--- config.mk ---
export PLATFORM = sky130hd
export DESIGN_NAME = pwm_capture
export DESIGN_NICKNAME = d
export VERILOG_FILES = /design/src/rtl/pwm_capture.sv
export SDC_FILE = /design/constraint.sdc
export NUM_CORES = 1
export LEC_CHECK = 0
export BUFFER_PORTS_ARGS = -buffer_cell sky130_fd_sc_hd__buf_2
export CAP_MARGIN = 40
export CORE_UTILIZATION = 58
export DETAILED_ROUTE_END_ITERATION = 8
export PLACE_DENSITY = 0.79
export SLEW_MARGIN = 20
export SYNTH_ARGS = -nofsm -noshare
export SYNTH_HDL_FRONTEND = slang
export SYNTH_SLANG_ARGS = --single-unit
--- constraint.sdc ---
create_clock -name clk -period 7 [get_ports clk]
set_input_delay 1.05 -clock clk [delete_from_list [all_inputs] [get_ports clk]]
set_output_delay 1.05 -clock clk [all_outputs]
set_load 0.03 [all_outputs]
--- src/rtl/pwm_capture.sv ---
`default_nettype none
`timescale 1ns/1ps
// ============================================================================
// Module   : pwm_capture
// Purpose  : Measures high time and period of an incoming PWM line in sample
//            ticks; reports a stuck-line result after a period of inactivity.
// Revision : 1.0  initial release
// ============================================================================
module pwm_capture #(
   parameter int RESOLUTION_BITS = 8,
   parameter int TIMEOUT_TICKS   = 511
) (
   input  logic                       clk,
   input  logic                       rst,
   input  logic                       pwm_in,
   input  logic                       sample_ena,
   output logic [RESOLUTION_BITS-1:0] duty_out,
   output logic [RESOLUTION_BITS:0]   period_out,
   output logic                       rdy,
   output logic                       stuck,
   output logic                       level
);

   localparam int              CW         = $clog2(TIMEOUT_TICKS + 1);
   localparam int              c_DUTY_MAX = (1 << RESOLUTION_BITS) - 1;
   localparam int              c_PER_MAX  = (1 << (RESOLUTION_BITS + 1)) - 1;
   localparam logic [CW-1:0]   c_CNT_ONE  = {{(CW-1){1'b0}}, 1'b1};
   localparam logic [CW-1:0]   c_TMO_LAST = CW'(TIMEOUT_TICKS - 1);

   typedef enum logic [1:0] {
      S_IDLE = 2'd0,
      S_HIGH = 2'd1,
      S_LOW  = 2'd2
   } state_t;

   logic                       r_sync;
   logic                       r_level;
   logic                       r_prev;
   state_t                     r_state;
   logic [CW-1:0]              r_per_cnt;
   logic [CW-1:0]              r_hi_cnt;
   logic [RESOLUTION_BITS-1:0] r_duty;
   logic [RESOLUTION_BITS:0]   r_period;
   logic                       r_rdy;
   logic                       r_stuck;

   state_t                     w_state_nxt;
   logic                       w_prev_nxt;
   logic [CW-1:0]              w_per_nxt;
   logic [CW-1:0]              w_hi_nxt;
   logic [RESOLUTION_BITS-1:0] w_duty_nxt;
   logic [RESOLUTION_BITS:0]   w_period_nxt;
   logic                       w_rdy_nxt;
   logic                       w_stuck_nxt;

   logic                       w_rise;
   logic                       w_timeout;
   logic [CW-1:0]              w_per_inc;
   logic [CW-1:0]              w_hi_inc;
   logic [RESOLUTION_BITS-1:0] w_duty_sat;
   logic [RESOLUTION_BITS:0]   w_period_sat;

   assign w_rise    = r_level & ~r_prev;
   // The count reaches TIMEOUT_TICKS on this tick once it is incremented.
   assign w_timeout = (r_per_cnt >= c_TMO_LAST);
   assign w_per_inc = (r_per_cnt == '1) ? r_per_cnt : r_per_cnt + c_CNT_ONE;
   assign w_hi_inc  = (r_hi_cnt  == '1) ? r_hi_cnt  : r_hi_cnt  + c_CNT_ONE;

   assign w_duty_sat   = (32'(r_hi_cnt)  > c_DUTY_MAX) ? '1 : r_hi_cnt[RESOLUTION_BITS-1:0];
   assign w_period_sat = (32'(r_per_cnt) > c_PER_MAX)  ? '1 : r_per_cnt[RESOLUTION_BITS:0];

   always_comb begin
      w_state_nxt  = r_state;
      w_prev_nxt   = r_prev;
      w_per_nxt    = r_per_cnt;
      w_hi_nxt     = r_hi_cnt;
      w_duty_nxt   = r_duty;
      w_period_nxt = r_period;
      w_rdy_nxt    = 1'b0;
      w_stuck_nxt  = r_stuck;
      if (sample_ena) begin
         w_prev_nxt = r_level;
         w_per_nxt  = w_per_inc;
         // A rising edge takes priority over a coincident timeout.
         if (w_rise) begin
            if (r_state == S_LOW) begin
               w_duty_nxt   = w_duty_sat;
               w_period_nxt = w_period_sat;
               w_stuck_nxt  = 1'b0;
               w_rdy_nxt    = 1'b1;
            end
            w_per_nxt   = c_CNT_ONE;
            w_hi_nxt    = c_CNT_ONE;
            w_state_nxt = S_HIGH;
         end else if (w_timeout) begin
            w_duty_nxt   = r_level ? '1 : '0;
            w_period_nxt = '0;
            w_stuck_nxt  = 1'b1;
            w_rdy_nxt    = 1'b1;
            w_per_nxt    = '0;
            w_state_nxt  = S_IDLE;
         end else if (r_state == S_HIGH) begin
            if (r_level) begin
               w_hi_nxt = w_hi_inc;
            end else begin
               w_state_nxt = S_LOW;
            end
         end
      end
   end

   always_ff @(posedge clk or posedge rst) begin
      if (rst) begin
         r_sync    <= 1'b0;
         r_level   <= 1'b0;
         r_prev    <= 1'b0;
         r_state   <= S_IDLE;
         r_per_cnt <= '0;
         r_hi_cnt  <= '0;
         r_duty    <= '0;
         r_period  <= '0;
         r_rdy     <= 1'b0;
         r_stuck   <= 1'b0;
      end else begin
         r_sync    <= pwm_in;
         r_level   <= r_sync;
         r_prev    <= w_prev_nxt;
         r_state   <= w_state_nxt;
         r_per_cnt <= w_per_nxt;
         r_hi_cnt  <= w_hi_nxt;
         r_duty    <= w_duty_nxt;
         r_period  <= w_period_nxt;
         r_rdy     <= w_rdy_nxt;
         r_stuck   <= w_stuck_nxt;
      end
   end

   assign duty_out   = r_duty;
   assign period_out = r_period;
   assign rdy        = r_rdy;
   assign stuck      = r_stuck;
   assign level      = r_level;

endmodule
`default_nettype wire

-- Yosys cells after proc, flatten, opt, wreduce, memory -nomap -nowiden
Cells that the tools add are included.
- mux-type cells: 27
- add/subtract/negate cells: 2
- reductions and logical operators: 8
- magnitude comparators: 2
- bitwise gates (word level): 2
- eq/ne operators: 9
- operators by type and width (operator ; count):
    2-to-1 mux 9 bit ; 11
    2-to-1 mux 8 bit ; 5
    adder 9 x 1 -> 9 bit, second input constant ; 2
    == test 9 bit, second input constant ; 2
    greater-or-equal comparator 9 bit, second input constant ; 1
    > comparator 9 x 8 -> 1 bit, second input constant ; 1
    2-to-1 mux 2 bit ; 4
    2-to-1 mux 1 bit ; 7
    AND reduction 3 bit ; 2
    nonzero test 2 bit ; 3
    AND reduction 5 bit ; 1
    != test 2 bit, second input constant ; 2
    != test 3 x 1 -> 1 bit, second input constant ; 1
    != test 3 bit, second input constant ; 1
    nonzero test 3 bit ; 1
    == test 2 x 1 -> 1 bit, second input constant ; 1
    == test 2 bit, second input constant ; 1
    != test 2 x 1 -> 1 bit, second input constant ; 1
    AND reduction 2 bit ; 1
    bitwise AND 1 bit ; 1
    NOT 1 bit ; 1
- flip-flop bits (word level): 42
- output and inout bits: 20
- input port bits: 4

-- Depth between registers and ports, before layout
- depth after elaboration: 6
- gate-level depth with buffers: 9
- mapped depth without buffers: 8

-- Worst setup path before layout
Ideal clock, no wire load.
- path kind: input to register
- from: input sample_ena
- to: register r_hi_cnt[3]
- path slack: 4.636 ns
- buffers on the path: 1
- arrival: 2.238 ns
- stages on the path: 5
- setup time: 0.126 ns
- path through: nand2_2 > or4b_4 > buf_6 > a2bb2oi_4 > a221o_1
- word-level cells in the longest chain between the ends: 1
- ends and longest elaborated chain (item ; RTL line ; text):
    start, declared ; 16 ; input logic sample_ena,
    AND reduction 5 bit (no line) ; n/a ;
    end signal, assigned ; 130 ; r_hi_cnt <= w_hi_nxt;
    end, declared ; 41 ; logic [CW-1:0] r_hi_cnt;
No other way between the ends.
A chain may end at the register's enable or synchronous reset.

-- Worst setup path after layout
- from: input sample_ena
- to: register r_hi_cnt[5]
Same word-level chain as after synthesis.

==> PnR_summary.wiki <==
{| class="wikitable"
! Metric !! Value
|-
| Floorplan die height || 62.9 µm
|-
| Clock power share || 24.7%
|-
| Number of nets in the synthesized netlist || 212
|-
| Area of the core || around 3400 µm²
|-
| Sinks on the clock net || 42
|-
| WL per Instance || ~16 µm
|-
| RSZ-0062 raised after global routing || false
|-
| Hold Fails Final Rpt || 0
|-
| Share of synthesized flip-flops with an asynchronous set or reset || 100%
|-
| Total area of sequential cells || 1050 µm²
|-
| Most frequent cells in the layout || sky130_fd_sc_hd__dfrtp_1, sky130_fd_sc_hd__buf_2, sky130_fd_sc_hd__inv_1
|-
| Number of antenna repair diodes || 0
|-
| Critical Setup Path Class || input port to flop
|-
| Switching part of the total power || 38.0%
|-
| Fraction of the cycle the final worst path needs || 35.8%
|-
| Peak ir drop on the vdd network || roughly 0.16 mV
|-
| DP Wirelength || 3020 µm
|-
| Clock transition at the registers of the reported paths || 80 ps
|-
| GRT Residual Overflow || 0
|-
| Skew-Pair Late Insertion Delay || 300 ps
|-
| Combinational group share of total power || 31.6%
|-
| Fraction of final layout cells sized beyond drive strength 1 || between 20 and 25%
|-
| Upper clock frequency limit || 399 MHz
|-
| Clock skew after layout || 7.53 ps
|-
| Clk Tree Root Cell || sky130_fd_sc_hd__clkbuf_8
|-
| Post-route setup TNS || 0 ps
|-
| Area added between synthesis and finish || 11.0%
|-
| Drt drc || 0
|-
| Resized Gates After CTS || 0
|-
| Hold path startpoint || r_sync$_DFF_PP0_
|-
| Result of the run || finished, final reports clean
|-
| Number of optimization iterations in the first detailed-route pass || 4
|-
| Cells on worst reg2reg path || 8
|-
| Total via count in the routed design || 1597
|-
| CP startpoint kind || input port
|-
| Total of endpoints with negative setup slack in the final report || 0
|-
| Post-synthesis sequential area ratio || 48.8%
|-
| Endpoint type of the worst setup path || flop
|-
| PwrDens || 335 nW/µm²
|-
| Net count of the finished layout || 236
|-
| Number of enable flip-flop cells after synthesis || 0
|-
| Total area of multi-input combinational cells || roughly 980 µm²
|-
| Routed vias/inst || between 5 and 6
|-
| Static leakage || 1.16 nW
|-
| Final Max Tran Viols || 0
|-
| Transition time of the tightest slew-check pin || 706 ps
|-
| Maximum number of pins on one net before global-route repair || 43
|-
| Crit-path max FO || 22
|-
| Flip-flop and latch count after synthesis || between 40 and 50
|-
| Final critical delay including setup and external delays || between 2000 and 3000 ps
|-
| Setup slack of the most critical reg-to-reg path || roughly 4500 ps
|-
| Kind of path behind the tightest hold check || flop to flop
|-
| Critical path data arrival time || 2700 ps
|-
| Largest buffer count on any clock path || 2
|-
| Max-cap viol count || 0
|-
| Initial core utilization || 62.6%
|-
| Sequential fraction of design power || 43.7%
|-
| Post-synthesis instance area || 2150 µm²
|-
| CTS Buf Count || 5
|-
| Total Wirelength || 4340 µm
|-
| Power spent charging and discharging nets || 304 µW
|-
| Max H-tree Level || 2
|-
| Hold EP || level$_DFF_PP0_
|-
| Internal || 496 µW
|-
| GRT Overall Usage || 24.6%
|-
| Startpoint of the worst-slack reg-to-reg timing path || r_hi_cnt[0]$_DFFE_PP0P_
|-
| Worst hold path depth || 0
|-
| Number of antenna violations at the first check in global routing || 0
|-
| Final Power || ~800 µW
|-
| Number of fill cells || 258
|-
| Rows || 21
|-
| Number of nets with antenna violations after detailed routing || 0
|-
| Reg2reg end || r_hi_cnt[5]$_DFFE_PP0P_
|-
| Buffers inserted by post-CTS timing repair || 0
|-
| Die outline area || between 3000 and 4000 µm²
|-
| Number of design-rule violations left by the first detailed-router iteration || 103
|-
| Count of distinct cell types in the synthesized netlist || 48
|-
| Wire length of the first global-routing pass || 7490 µm
|-
| Worst slew slack as a fraction of its limit || 52.9%
|-
| Synthesis Warnings || 0
|-
| Required time of the worst setup path || 7190 ps
|-
| Number of standard cells after synthesis || around 200
|-
| Placer congestion estimate || 0.842
|-
| CTS Hold Bufs || 0
|-
| Dominant synthesized flop cell || sky130_fd_sc_hd__dfrtp_1
|-
| Number of buffers added on ports || 23
|-
| Horizontal die dimension || around 63 µm
|-
| CTS tree || yes
|-
| Most frequent standard cell in the layout excluding fill and tap cells || sky130_fd_sc_hd__dfrtp_1
|-
| Mean post-synth cell area || 10.7 µm²
|-
| Vias in the first global route || 1566
|-
| I/O pin cnt || 24
|}
-- flip-flops by register name, indices dropped and copies added (netlist names) --
name and count:
duty_out 8, r_state 2, r_sync 1, r_prev 1
level 1, r_per_cnt 9, period_out 9, stuck 1
rdy 1, r_hi_cnt 9
-- how the worst max path moves through the flow --
stage	start	endpoint	slack [ps]
after floorplan	sample_ena	r_hi_cnt[3]$_DFFE_PP0P_	4640
after global placement	sample_ena	r_hi_cnt[5]$_DFFE_PP0P_	4230
after detailed placement	sample_ena	period_out[0]$_DFFE_PP0P_	4170
after CTS	sample_ena	r_hi_cnt[5]$_DFFE_PP0P_	4500
after global routing	sample_ena	period_out[6]$_DFFE_PP0P_	4360
final	sample_ena	r_hi_cnt[5]$_DFFE_PP0P_	4490
-- synth_stat cells, drive strengths merged (2+ instances only) --
cell type   n  share of area, %
dfrtp      42                49
nor2       19               3.5
inv        18               3.1
nand2      14               2.6
o21ai      14               3.4
nor3       10               2.8
mux2i       8               3.7
o2bb2ai     8               3.3
a21o        6               2.3
ha          6               3.5
buf         5               1.7
nand3       5               1.2
a21oi       4              0.93
a221o       4               1.9
mux2        4               2.1
a22o        3               1.2
nor4        3              0.87
o31ai       3               1.7
a31oi       2               1.3
and2        2              0.58
clkbuf      2              0.81
nor2b       2              0.58
nor4b       2              0.81
or4         2              0.70
-- worst max-delay path, cell delays in order --
cell                        delay, ps
sky130_fd_sc_hd__buf_2            350
sky130_fd_sc_hd__nand2_2          120
sky130_fd_sc_hd__or4b_4           590
sky130_fd_sc_hd__a2bb2oi_4        210
sky130_fd_sc_hd__a221o_1          370
-- kinds of logic after synthesis --
family / count (synthesis) / share of synthesized area (%)
and+or+nand+nor: 64 / 15.5
AOI/OAI and AO/OA: 53 / 20.7
buffers and inverters: 25 / 5.69
DFF: 42 / 48.8
adders and majority gates: 6 / 3.49
muxes: 12 / 5.81
-- power by group through the flow --
stage                     logic, mW  clock network [mW]  registers, mW
after detailed placement      0.255                   0          0.353
final                         0.253               0.197          0.350
after global placement        0.247                   0          0.350
after CTS                     0.256               0.198          0.350
after global routing          0.274               0.209          0.358
after floorplan              0.0963                   0          0.435
-- per-layer routing --
layer	wire length (µm)	GRT usage (%)	up-vias
met1	1960	32.3	774
met4	49	9.30	0
met5	0	0	-
met3	173	3.83	5
li1	-	-	779
met2	2160	40.7	39
-- stage by stage --
step	hold slack, ps	worst slack (ps)	instances	util [%]	area [µm²]
after global placement	335	4230	265	66.2	2280
after CTS	354	4500	273	69.5	2390
final	352	4490	273	69.5	2390
after global routing	390	4360	273	69.5	2390
after floorplan	331	4640	202	-	2150
after detailed placement	335	4170	265	66.2	2280
-- final cells by class --
cell class                 instances  area share [%]
clock inverter                     3            1.83
timing repair buffer              24            5.13
tap                               46            2.41
sequential                        42            44.0
clock buffer                       5            2.88
multi-input combinational        135            41.0
inverter                          18            2.83
Power figures use the tool's default switching activity.
